## config.mk

```make
export PLATFORM = sky130hd
export DESIGN_NAME = game_controller
export DESIGN_NICKNAME = d
export VERILOG_FILES = /design/src/rtl/game_controller.sv
export SDC_FILE = /design/constraint.sdc
export NUM_CORES = 1
export LEC_CHECK = 0
export ABC_AREA = 1
export CAP_MARGIN = 5
export CORE_UTILIZATION = 58
export CTS_CLUSTER_DIAMETER = 40
export DETAILED_ROUTE_END_ITERATION = 16
export PLACE_DENSITY = 0.85
export SLEW_MARGIN = 20
export SYNTH_ARGS = -nofsm -noshare
export SYNTH_HDL_FRONTEND = slang
export SYNTH_SLANG_ARGS = --single-unit
```

## constraint.sdc

```tcl
create_clock -name clk -period 2.5 [get_ports clk]
set_input_delay 0.375 -clock clk [delete_from_list [all_inputs] [get_ports clk]]
set_output_delay 0.375 -clock clk [all_outputs]
set_load 0.01 [all_outputs]
```

## src/rtl/game_controller.sv

```systemverilog
// Game flow controller: sequences IDLE -> PLAY -> DYING -> OVER -> IDLE,
// keeps the BCD score and best score, and gates scrolling/physics per state.
module game_controller #(
    parameter int unsigned DEATH_FRAMES   = 60,
    parameter int unsigned HOLDOFF_FRAMES = 30
) (
    input  logic       clk,
    input  logic       reset,
    input  logic       frame_tick,
    input  logic       flap,
    input  logic       collision,
    input  logic       pipe_passed,
    output logic [1:0] state,
    output logic       scroll_en,
    output logic       physics_en,
    output logic       flap_out,
    output logic [7:0] score,
    output logic [7:0] high_score,
    output logic       new_best
);

    localparam int unsigned MAX_FRAMES =
        (DEATH_FRAMES > HOLDOFF_FRAMES) ? DEATH_FRAMES : HOLDOFF_FRAMES;
    localparam int unsigned CNT_W = (MAX_FRAMES < 2) ? 1 : $clog2(MAX_FRAMES + 1);

    // Counter value on which the DEATH_FRAMES-th tick lands in DYING.
    localparam logic [CNT_W-1:0] DEATH_LAST = CNT_W'(DEATH_FRAMES - 1);
    localparam logic [CNT_W-1:0] HOLD_MAX   = CNT_W'(HOLDOFF_FRAMES);
    localparam logic [CNT_W-1:0] CNT_ONE    = CNT_W'(1);

    typedef enum logic [1:0] {
        StIdle  = 2'b00,
        StPlay  = 2'b01,
        StDying = 2'b10,
        StOver  = 2'b11
    } state_e;

    state_e           state_q;
    logic [CNT_W-1:0] frame_cnt;
    // Start-of-game flap is forwarded one cycle after entering PLAY.
    logic             start_pending;

    // Two-digit BCD increment, saturating at 99.
    function automatic logic [7:0] bcd_inc(input logic [7:0] v);
        if (v == 8'h99) return v;
        if (v[3:0] == 4'd9) return {v[7:4] + 4'd1, 4'd0};
        return {v[7:4], v[3:0] + 4'd1};
    endfunction

    assign state = state_q;

    // Single-process FSM; every output is registered alongside the state.
    always_ff @(posedge clk) begin
        if (reset) begin
            state_q       <= StIdle;
            frame_cnt     <= '0;
            start_pending <= 1'b0;
            flap_out      <= 1'b0;
            scroll_en     <= 1'b0;
            physics_en    <= 1'b0;
            score         <= 8'h00;
            high_score    <= 8'h00;
            new_best      <= 1'b0;
        end else begin
            flap_out      <= 1'b0;
            start_pending <= 1'b0;
            case (state_q)
                StIdle: begin
                    scroll_en  <= 1'b0;
                    physics_en <= 1'b0;
                    if (flap) begin
                        state_q       <= StPlay;
                        score         <= 8'h00;
                        new_best      <= 1'b0;
                        start_pending <= 1'b1;
                        frame_cnt     <= '0;
                        scroll_en     <= 1'b1;
                        physics_en    <= 1'b1;
                    end
                end
                StPlay: begin
                    flap_out <= flap | start_pending;
                    if (collision) begin
                        // Collision wins over a simultaneous pipe_passed.
                        state_q   <= StDying;
                        frame_cnt <= '0;
                        scroll_en <= 1'b0;
                    end else if (pipe_passed) begin
                        score <= bcd_inc(score);
                    end
                end
                StDying: begin
                    if (frame_tick) begin
                        if (frame_cnt == DEATH_LAST) begin
                            state_q    <= StOver;
                            frame_cnt  <= '0;
                            physics_en <= 1'b0;
                            // Valid BCD orders the same as binary.
                            if (score > high_score) begin
                                high_score <= score;
                                new_best   <= 1'b1;
                            end
                        end else begin
                            frame_cnt <= frame_cnt + CNT_ONE;
                        end
                    end
                end
                StOver: begin
                    // Flap is judged against the counter before this cycle's tick.
                    if (flap && frame_cnt == HOLD_MAX) begin
                        state_q   <= StIdle;
                        frame_cnt <= '0;
                    end else if (frame_tick && frame_cnt < HOLD_MAX) begin
                        frame_cnt <= frame_cnt + CNT_ONE;
                    end
                end
                default: begin
                    state_q    <= StIdle;
                    frame_cnt  <= '0;
                    scroll_en  <= 1'b0;
                    physics_en <= 1'b0;
                end
            endcase
        end
    end

endmodule

```

Word-level counts from Yosys, hierarchy flattened
Index checks and enable logic that the tools add are counted.
- flip-flop bits (word level): 29
- bits of input ports: 6
- output and inout port bits: 22
- logic and storage cells: 93
- $add $sub $neg: 3
- order comparisons: 2
- equality and inequality tests: 17
- mux-type cells: 43
- bitwise logic cells: 3
- reduce and logical (&&, ||, !) cells: 15
- operator list (operator ; count):
    2-to-1 mux 8 bit ; 7
    2-to-1 mux 6 bit ; 6
    case mux 6 bit (4 select lines) ; 1
    2-to-1 mux 1 bit ; 19
    != test 2 bit (second input constant) ; 8
    case mux 8 bit (2 select lines) ; 1
    AND reduction 5 bit ; 3
    AND reduction 4 bit ; 3
    2-to-1 mux 2 bit ; 5
    adder 4 x 1 -> 4 bit (second input constant) ; 2
    == test 8 bit (second input constant) ; 1
    greater-than comparator 8 bit ; 1
    case mux 2 bit (4 select lines) ; 1
    adder 6 x 1 -> 6 bit (second input constant) ; 1
    == test 6 x 5 -> 1 bit (second input constant) ; 1
    == test 6 bit (second input constant) ; 1
    < comparator 6 x 5 -> 1 bit (second input constant) ; 1
    != test 3 bit (second input constant) ; 2
    case mux 1 bit (2 select lines) ; 3
    == test 2 bit (second input constant) ; 2
    == test 4 bit (second input constant) ; 1
    nonzero test 2 bit ; 2
    OR reduction 2 bit ; 2
    AND reduction 3 bit ; 1
    6 further kinds ; 8

Depth between registers and ports, before layout
Gate-level depths: netlist of run 1.
- word-level depth: 16
- mapped depth: 13
- gate-level depth less buffers: 13

Least setup slack after synthesis of run 1
OpenSTA, ideal clock, no wires.
- path type: register to register
- start point: register state_q[1] (netlist: state[1])
- end point: register score[2]
- library setup time: 0.116 ns
- arrival: 1.431 ns
- required time: 2.384 ns
- setup slack: 0.953 ns
- cell stages (with the launch flop): 12
- buffers on the path: 1
- clock period less this slack: 1.547 ns
- cells stage by stage: dfxtp_1 inv_1 ha_1 inv_2 nand2_1 nand2_1 nand2_1 nor2_2 buf_6 nand3_1 nand2_1 nor2_1
- cells in the longest elaborated chain, start to end: 3
- elaborated cells on any way between the ends: 8
- classes of those cells: 4 x eq/ne; 1 x mux; 3 x reduce/logical
- RTL lines (element ; RTL line ; source):
    start: declaration ; 38 ; state_e state_q;
    start signal: assignment ; 55 ; state_q <= StIdle;
    start signal: assignment ; 72 ; state_q <= StPlay;
    start signal: assignment ; 85 ; state_q <= StDying;
    == test 2 x 1 -> 1 bit or zero test 2 bit (tied branches) ; 67 ; case (state_q)
    != test 2 bit (no source line) or nonzero test 2 bit (tied branches) ; -- ;
    AND reduction 4 bit (no source line) ; -- ;
    end signal: assignment ; 89 ; score <= bcd_inc(score);
    end: declaration ; 17 ; output logic [7:0] score,
Several ways; a longest one is shown, not always the timed one.
A chain may end at the register's enable or synchronous reset.

Worst setup path in the final report of run 1
- start point: register state_q[1] (netlist: state[1])
- end point: register score[5]
- cells in the longest elaborated chain, start to end: 3
- elaborated cells on any way between the ends: 9
- classes of those cells: 5 x eq/ne; 1 x mux; 3 x reduce/logical
- RTL lines (element ; RTL line):
    == test 2 x 1 -> 1 bit or zero test 2 bit (tied branches) ; 67
    != test 3 bit (no source line), or another cell as far along ; --
    AND reduction 5 bit (no source line) ; --
Several ways; a longest one is shown, not always the timed one.

==> impl_metrics.ini, run 1 <==
[synthesis]
synth.distinct_cells = 30
synth.avg_cell_area_um2 = 6.77
syn_nets = 296
ys_warn_count = 0
netlist_instances = 272
ys_seq_elements = 29
seq_area_frac_synth_pct = 31.5
synthesis.area_um2 = 1840

[sta]
drv_slew = 0
rsz0062_at_grt = no
setup_ws_ns = 0.547
tns_ns = 0
setup_violations = 0
fin_crit_ns = 1.95
whs_ns = 0.471
hold_violations = 0
skew_ns = 0.00462
timing.slew.headroom_pct = 73.0
period_share_pct = 78.1
worst_pin_slew_ns = 0.405
max_freq_mhz = 512

[pwr]
share_comb_of_total_power_pct = 42.3
p_per_area_nw_per_um2 = 679
swShare_pct = 42.3
seq_power_share_pct = 38.7
internal-power_mw = 0.859
p_sw_mw = 0.631
power_frac_clock_pct = 18.9
p_leak_nw = 0.989
vdd_drop_max_uv = 495

[floorplanning]
row_count = 20
die_y_um = 58.3
core_area_um2 = 3030
ios = 28
die_w_um = 58.3
start_util_pct = 60.8
dieArea_um2 = 3400

[global_routing]
grt_pass1_vias = 1553
grt_use_met1_pct = 31.0
grt_antenna_before_repair = 0
grt_overflow = 0
met2_usage_pct = 44.7
track_usage_pct = 26.0
grt_first_pass_wirelength_um = 6680
grt_use_met3_pct = 5.71
grt_max_degree = 15
grt-busiest-layer = met2

[final_layout]
nets = 328
syn_to_final_growth_pct = 19.2
diodes = 0
final_cells = 349
drive_gt1_share_pct = 7.21

[place]
gp_congestion = 0.875
place_ws_ns = 0.437
port_buffers = 27
place_inst = 341
dpl.hpwl_um = 3090

[clocking]
cts_inserted_buffers = 5
holdBufCountCts = 0
path_clk_slew_ns = 0.09
cts_tree = yes
postCtsSetupBuffers = 0
clkSinkCount = 29
post_cts_resized = 0
root_buffer = clkbuf_4
clk_latency_ns = 0.33
clock_path_buffers = 2
htree_num_levels = 2

[routing]
wirelength_um = 3970
ant_nets = 0
drtIter0Drc = 98
drc = 0
first_pass_iters = 4
wl_per_cell_um = 11.4
num_vias = 1743
viasPerCell = 4.99

[critical_path]
crit_arrival_ns = 2.18
critPathMaxFanout = 12
worstSetupPathType = flop to flop
cp-start-kind = flop
end_kind = flop
required_ns = 2.73

[status]
status = completed

[job]
cap_violations = 0

[hold_path]
hold_class = flop to flop
[synthesized netlist by cell type]
| library cell | instances | share of area [%] |
|---|---|---|
| buf_6 | 1 | 0.61 |
| nand4_1 | 9 | 3.1 |
| o211ai_1 | 1 | 0.41 |
| nand2_2 | 3 | 1.0 |
| nand3_4 | 1 | 0.95 |
| nand4_2 | 1 | 0.68 |
| buf_2 | 1 | 0.27 |
| o21bai_1 | 1 | 0.41 |
| xnor2_1 | 1 | 0.48 |
| nor3_1 | 4 | 1.1 |
| nand3_1 | 21 | 5.7 |
| a21o_1 | 1 | 0.41 |
| dfxtp_1 | 29 | 32 |
| nor2_2 | 3 | 1.0 |
| inv_2 | 2 | 0.41 |
| clkinv_2 | 1 | 0.27 |
| nand2_1 | 66 | 13 |
| inv_1 | 47 | 9.6 |
| a21boi_0 | 1 | 0.41 |
| nor2_1 | 31 | 6.3 |
| nand3b_1 | 1 | 0.41 |
| clkbuf_8 | 1 | 0.75 |
| xor2_1 | 2 | 0.95 |
| clkinv_1 | 1 | 0.20 |
| nor3_2 | 1 | 0.54 |
| o21ai_2 | 1 | 0.48 |
| o21ai_0 | 7 | 1.9 |
| nor2_4 | 1 | 0.61 |
| a21oi_1 | 14 | 3.8 |
| ha_1 | 18 | 12 |
[through the flow]
step	cell area [µm²]	utilization [%]	total power, mW
6_report	2190	72.5	1.49
5_1_grt	2190	72.5	1.60
4_1_cts	2190	72.5	1.50
3_5_place_dp	2140	70.8	1.22
3_3_place_gp	2140	70.8	1.21
2_1_floorplan	1840	-	1.04
[path summary, 6_finish.rpt]
check	end	slack (ns)	cells after the start	from
max	score[5]	0.55	10	state[1]
min	new_best	0.47	2	new_best
max reg2reg	score[5]	0.55	10	state[1]
min reg2reg	new_best	0.47	2	new_best
[cells by family (layout without fill, tap and decap cells)]
group / count (synthesis) / in the layout / share of synthesized area [%]
adders and majority gates: 18 / 18 / 12.2
xor gates and xnor gates: 3 / 3 / 1.43
AOI/OAI and AO/OA: 26 / 26 / 7.82
buffers and inverters: 54 / 87 / 12.1
and+or+nand+nor: 142 / 142 / 34.9
DFF: 29 / 29 / 31.5
[cells in the final DEF (no fill, tap or decap), types with 2 or more instances in the layout]
cell             instances
nor2_2                   3
xor2_1                   2
a21oi_1                 14
nand2_2                  3
dfxtp_1                 29
nand4_1                  9
nand3_1                 21
clkbuf_4                 5
clkinv_2                 3
clkdlybuf4s50_1         27
nor3_1                   4
nand2_1                 66
nor2_1                  31
ha_1                    18
inv_2                    2
o21ai_0                  7
inv_1                   47
[registers in the layout, summed over array words and instances, names as in the netlist]
name,flops
flap_out,1
state,2
new_best,1
start_pending,1
high_score,8
scroll_en,1
score,8
frame_cnt,6
physics_en,1
[worst max-delay path, stage by stage, from the launching register on]
cell and delay, ns:
dfxtp_1 0.38, inv_1 0.09, ha_1 0.25, inv_2 0.13, nand2_1 0.08, nand2_1 0.07
nand2_1 0.06, nor2_2 0.35, nand2_1 0.15, nand2_1 0.18, o21ai_0 0.10
[layer usage]
layer  part of all wire (%)  routed length [µm]  vias to the layer above
met1                     45                1790                      765
met5                      0                   0                        -
met2                     48                1910                       42
met3                    4.2                 165                       13
met4                    2.6                 105                        0
li1                       -                   -                      923
[power groups by stage]
| stage | Sequential, mW | Clock [mW] | Combinational (mW) |
|---|---|---|---|
| 3_5_place_dp | 0.588 | 0 | 0.629 |
| 5_1_grt | 0.584 | 0.312 | 0.707 |
| 4_1_cts | 0.577 | 0.289 | 0.633 |
| 3_3_place_gp | 0.584 | 0 | 0.622 |
| 2_1_floorplan | 0.591 | 0 | 0.449 |
| 6_report | 0.577 | 0.282 | 0.631 |
[final cells by class]
cell class	instances	area [µm²]
fillers	259	833
clock inverters	2	10.0
inverters	51	193
multi-input cells	189	1040
well taps	44	55.1
flip-flops and latches	29	581
repair buffers	28	278
clock buffers	6	41.3
Note: power is estimated with default switching activity, not from simulation.
==> run 2: changes to the inputs <==
--- a/config.mk
+++ b/config.mk
@@ -7,10 +7,10 @@
 export LEC_CHECK = 0
 export ABC_AREA = 1
 export CAP_MARGIN = 5
-export CORE_UTILIZATION = 58
+export CORE_UTILIZATION = 48
 export CTS_CLUSTER_DIAMETER = 40
 export DETAILED_ROUTE_END_ITERATION = 16
-export PLACE_DENSITY = 0.85
+export PLACE_DENSITY = 0.75
 export SLEW_MARGIN = 20
 export SYNTH_ARGS = -nofsm -noshare
 export SYNTH_HDL_FRONTEND = slang
==> constraint.sdc (replaced) <==
create_clock -name clk -period 1.7 [get_ports clk]
set_input_delay 0.255 -clock clk [delete_from_list [all_inputs] [get_ports clk]]
set_output_delay 0.255 -clock clk [all_outputs]
set_load 0.01 [all_outputs]
==> impl_metrics.ini, run 2 (synthesis results as in run 1) <==
[clocking]
clk_latency_ns = 0.29
htree_num_levels = 2
cts_tree = yes
path_clk_slew_ns = 0.07
cts_inserted_buffers = 5
holdBufCountCts = 0
root_buffer = clkbuf_8
clock_path_buffers = 2
clkSinkCount = 29

[place]
port_buffers = 27
gp_congestion = 0.874
place_area_um2 = 2280
place_inst = 362
dpl.hpwl_um = 3140
place_ws_ns = -0.0530

[sta]
skew_ns = 0.00961
setup_violations = 0
worst_pin_slew_ns = 0.281
period_share_pct = 95.5
drv_slew = 0
tns_ns = 0
max_freq_mhz = 616
timing.slew.headroom_pct = 81.1
hold_violations = 0
fin_crit_ns = 1.62
setup_ws_ns = 0.0765
rsz0062_at_grt = yes
whs_ns = 0.464

[critical_path]
critical_path.top_delay_family = simple AND/OR/NAND/NOR gates
critPathMaxFanout = 10
required_ns = 1.89
end_kind = flop
cp-start-kind = flop
crit_arrival_ns = 1.82
worstSetupPathType = flop to flop
worstPathCellList = inv_1, ha_1, nand2_1, nor2_4, nand4_4, nand3_4, nand2_1, inv_1, nor2_1
crit_buf_inv = 2
cp_slowest_stage_delay_ns = 0.33
cpMaxStageDelayCell = dfxtp_1

[final_layout]
final_common_cell = nand2_1
nFillCells = 309
nets = 354
reg.largest.list = high_score (8), score (8), frame_cnt (6)
final_area_um2 = 2540
multiInputGateArea_um2 = 1120
diodes = 0
drive_gt1_share_pct = 21.5
final_cells = 379
syn_to_final_growth_pct = 38.0
seqCellArea_um2 = 587
finish.utilization_pct = 69.4
layout_common_cells = nand2_1 (60), inv_1 (46), clkdlybuf4s50_1 (27)

[routing]
drtIter0Drc = 108
num_vias = 1854
ant_nets = 0
first_pass_iters = 5
viasPerCell = 4.89
wirelength_um = 4330
drc = 0
wl_per_cell_um = 11.4

[job]
cap_violations = 0

[pwr]
p_per_area_nw_per_um2 = 1070
p_leak_nw = 1.15
vdd_drop_max_uv = 590
p_total_mw = 2.72

[global_routing]
grt_pass1_vias = 1664
track_usage_pct = 22.2
grt_overflow = 0
grt_first_pass_wirelength_um = 7060
grt_antenna_before_repair = 0
grt_max_degree = 11

[floorplanning]
die_y_um = 63.9
dieArea_um2 = 4090
core_area_um2 = 3660
die_w_um = 63.9
row_count = 22
ios = 28
start_util_pct = 50.3

[status]
status = completed

[hold_path]
hold_class = flop to flop
## run 2: changes by cell type in the layout (fill, tap and decap cells not counted), sizes merged
cell,before,now
clkinv,4,2
buf,1,27
clkbuf,6,7
clkinvlp,0,1
## run 2: power breakdown
group / total (mW) / switching, mW / internal, mW
registers: 0.844 / 0.0724 / 0.771
logic: 1.24 / 0.675 / 0.560
clock network: 0.641 / 0.276 / 0.366
## run 2: repair_timing
item	4_1_cts	5_1_grt
setup buffers	0	9
pin swaps	0	3
gates resized for setup	3	25
setup endpoints to repair	6	23
## run 2: worst register-to-register path, cell delays in order, from the launching register on
cell     delay (ns)
dfxtp_1        0.33
inv_1          0.06
ha_1           0.30
nand2_1        0.11
nor2_4         0.17
nand4_4        0.18
nand3_4        0.21
nand2_1        0.08
inv_1          0.06
nor2_1         0.04
## run 2: final timing paths
| path | start | endpoint | slack, ns | cells past startpoint |
|---|---|---|---|---|
| setup reg to reg | high_score[7] | high_score[6] | 0.08 | 9 |
| hold / removal | start_pending | flap_out | 0.46 | 2 |
| hold reg to reg | start_pending | flap_out | 0.46 | 2 |
| setup / recovery | high_score[7] | high_score[6] | 0.08 | 9 |
## run 2: layout make-up
class                   instances  share of cell area (%)
clock buffers                   7                    3.79
well taps                      48                    2.36
clock inverters                 1                   0.197
flip-flops and latches         29                    23.1
inverters                      51                    7.73
multi-input cells             189                    44.0
repair buffers                 54                    18.8
## run 2: layer usage
| layer | up-vias | track usage, % | wire length [µm] |
|---|---|---|---|
| li1 | 972 | - | - |
| met1 | 842 | 27.5 | 2040 |
| met2 | 36 | 36.0 | 2050 |
| met3 | 4 | 6.07 | 190 |
| met4 | 0 | 9.38 | 53 |
| met5 | - | 0 | 0 |
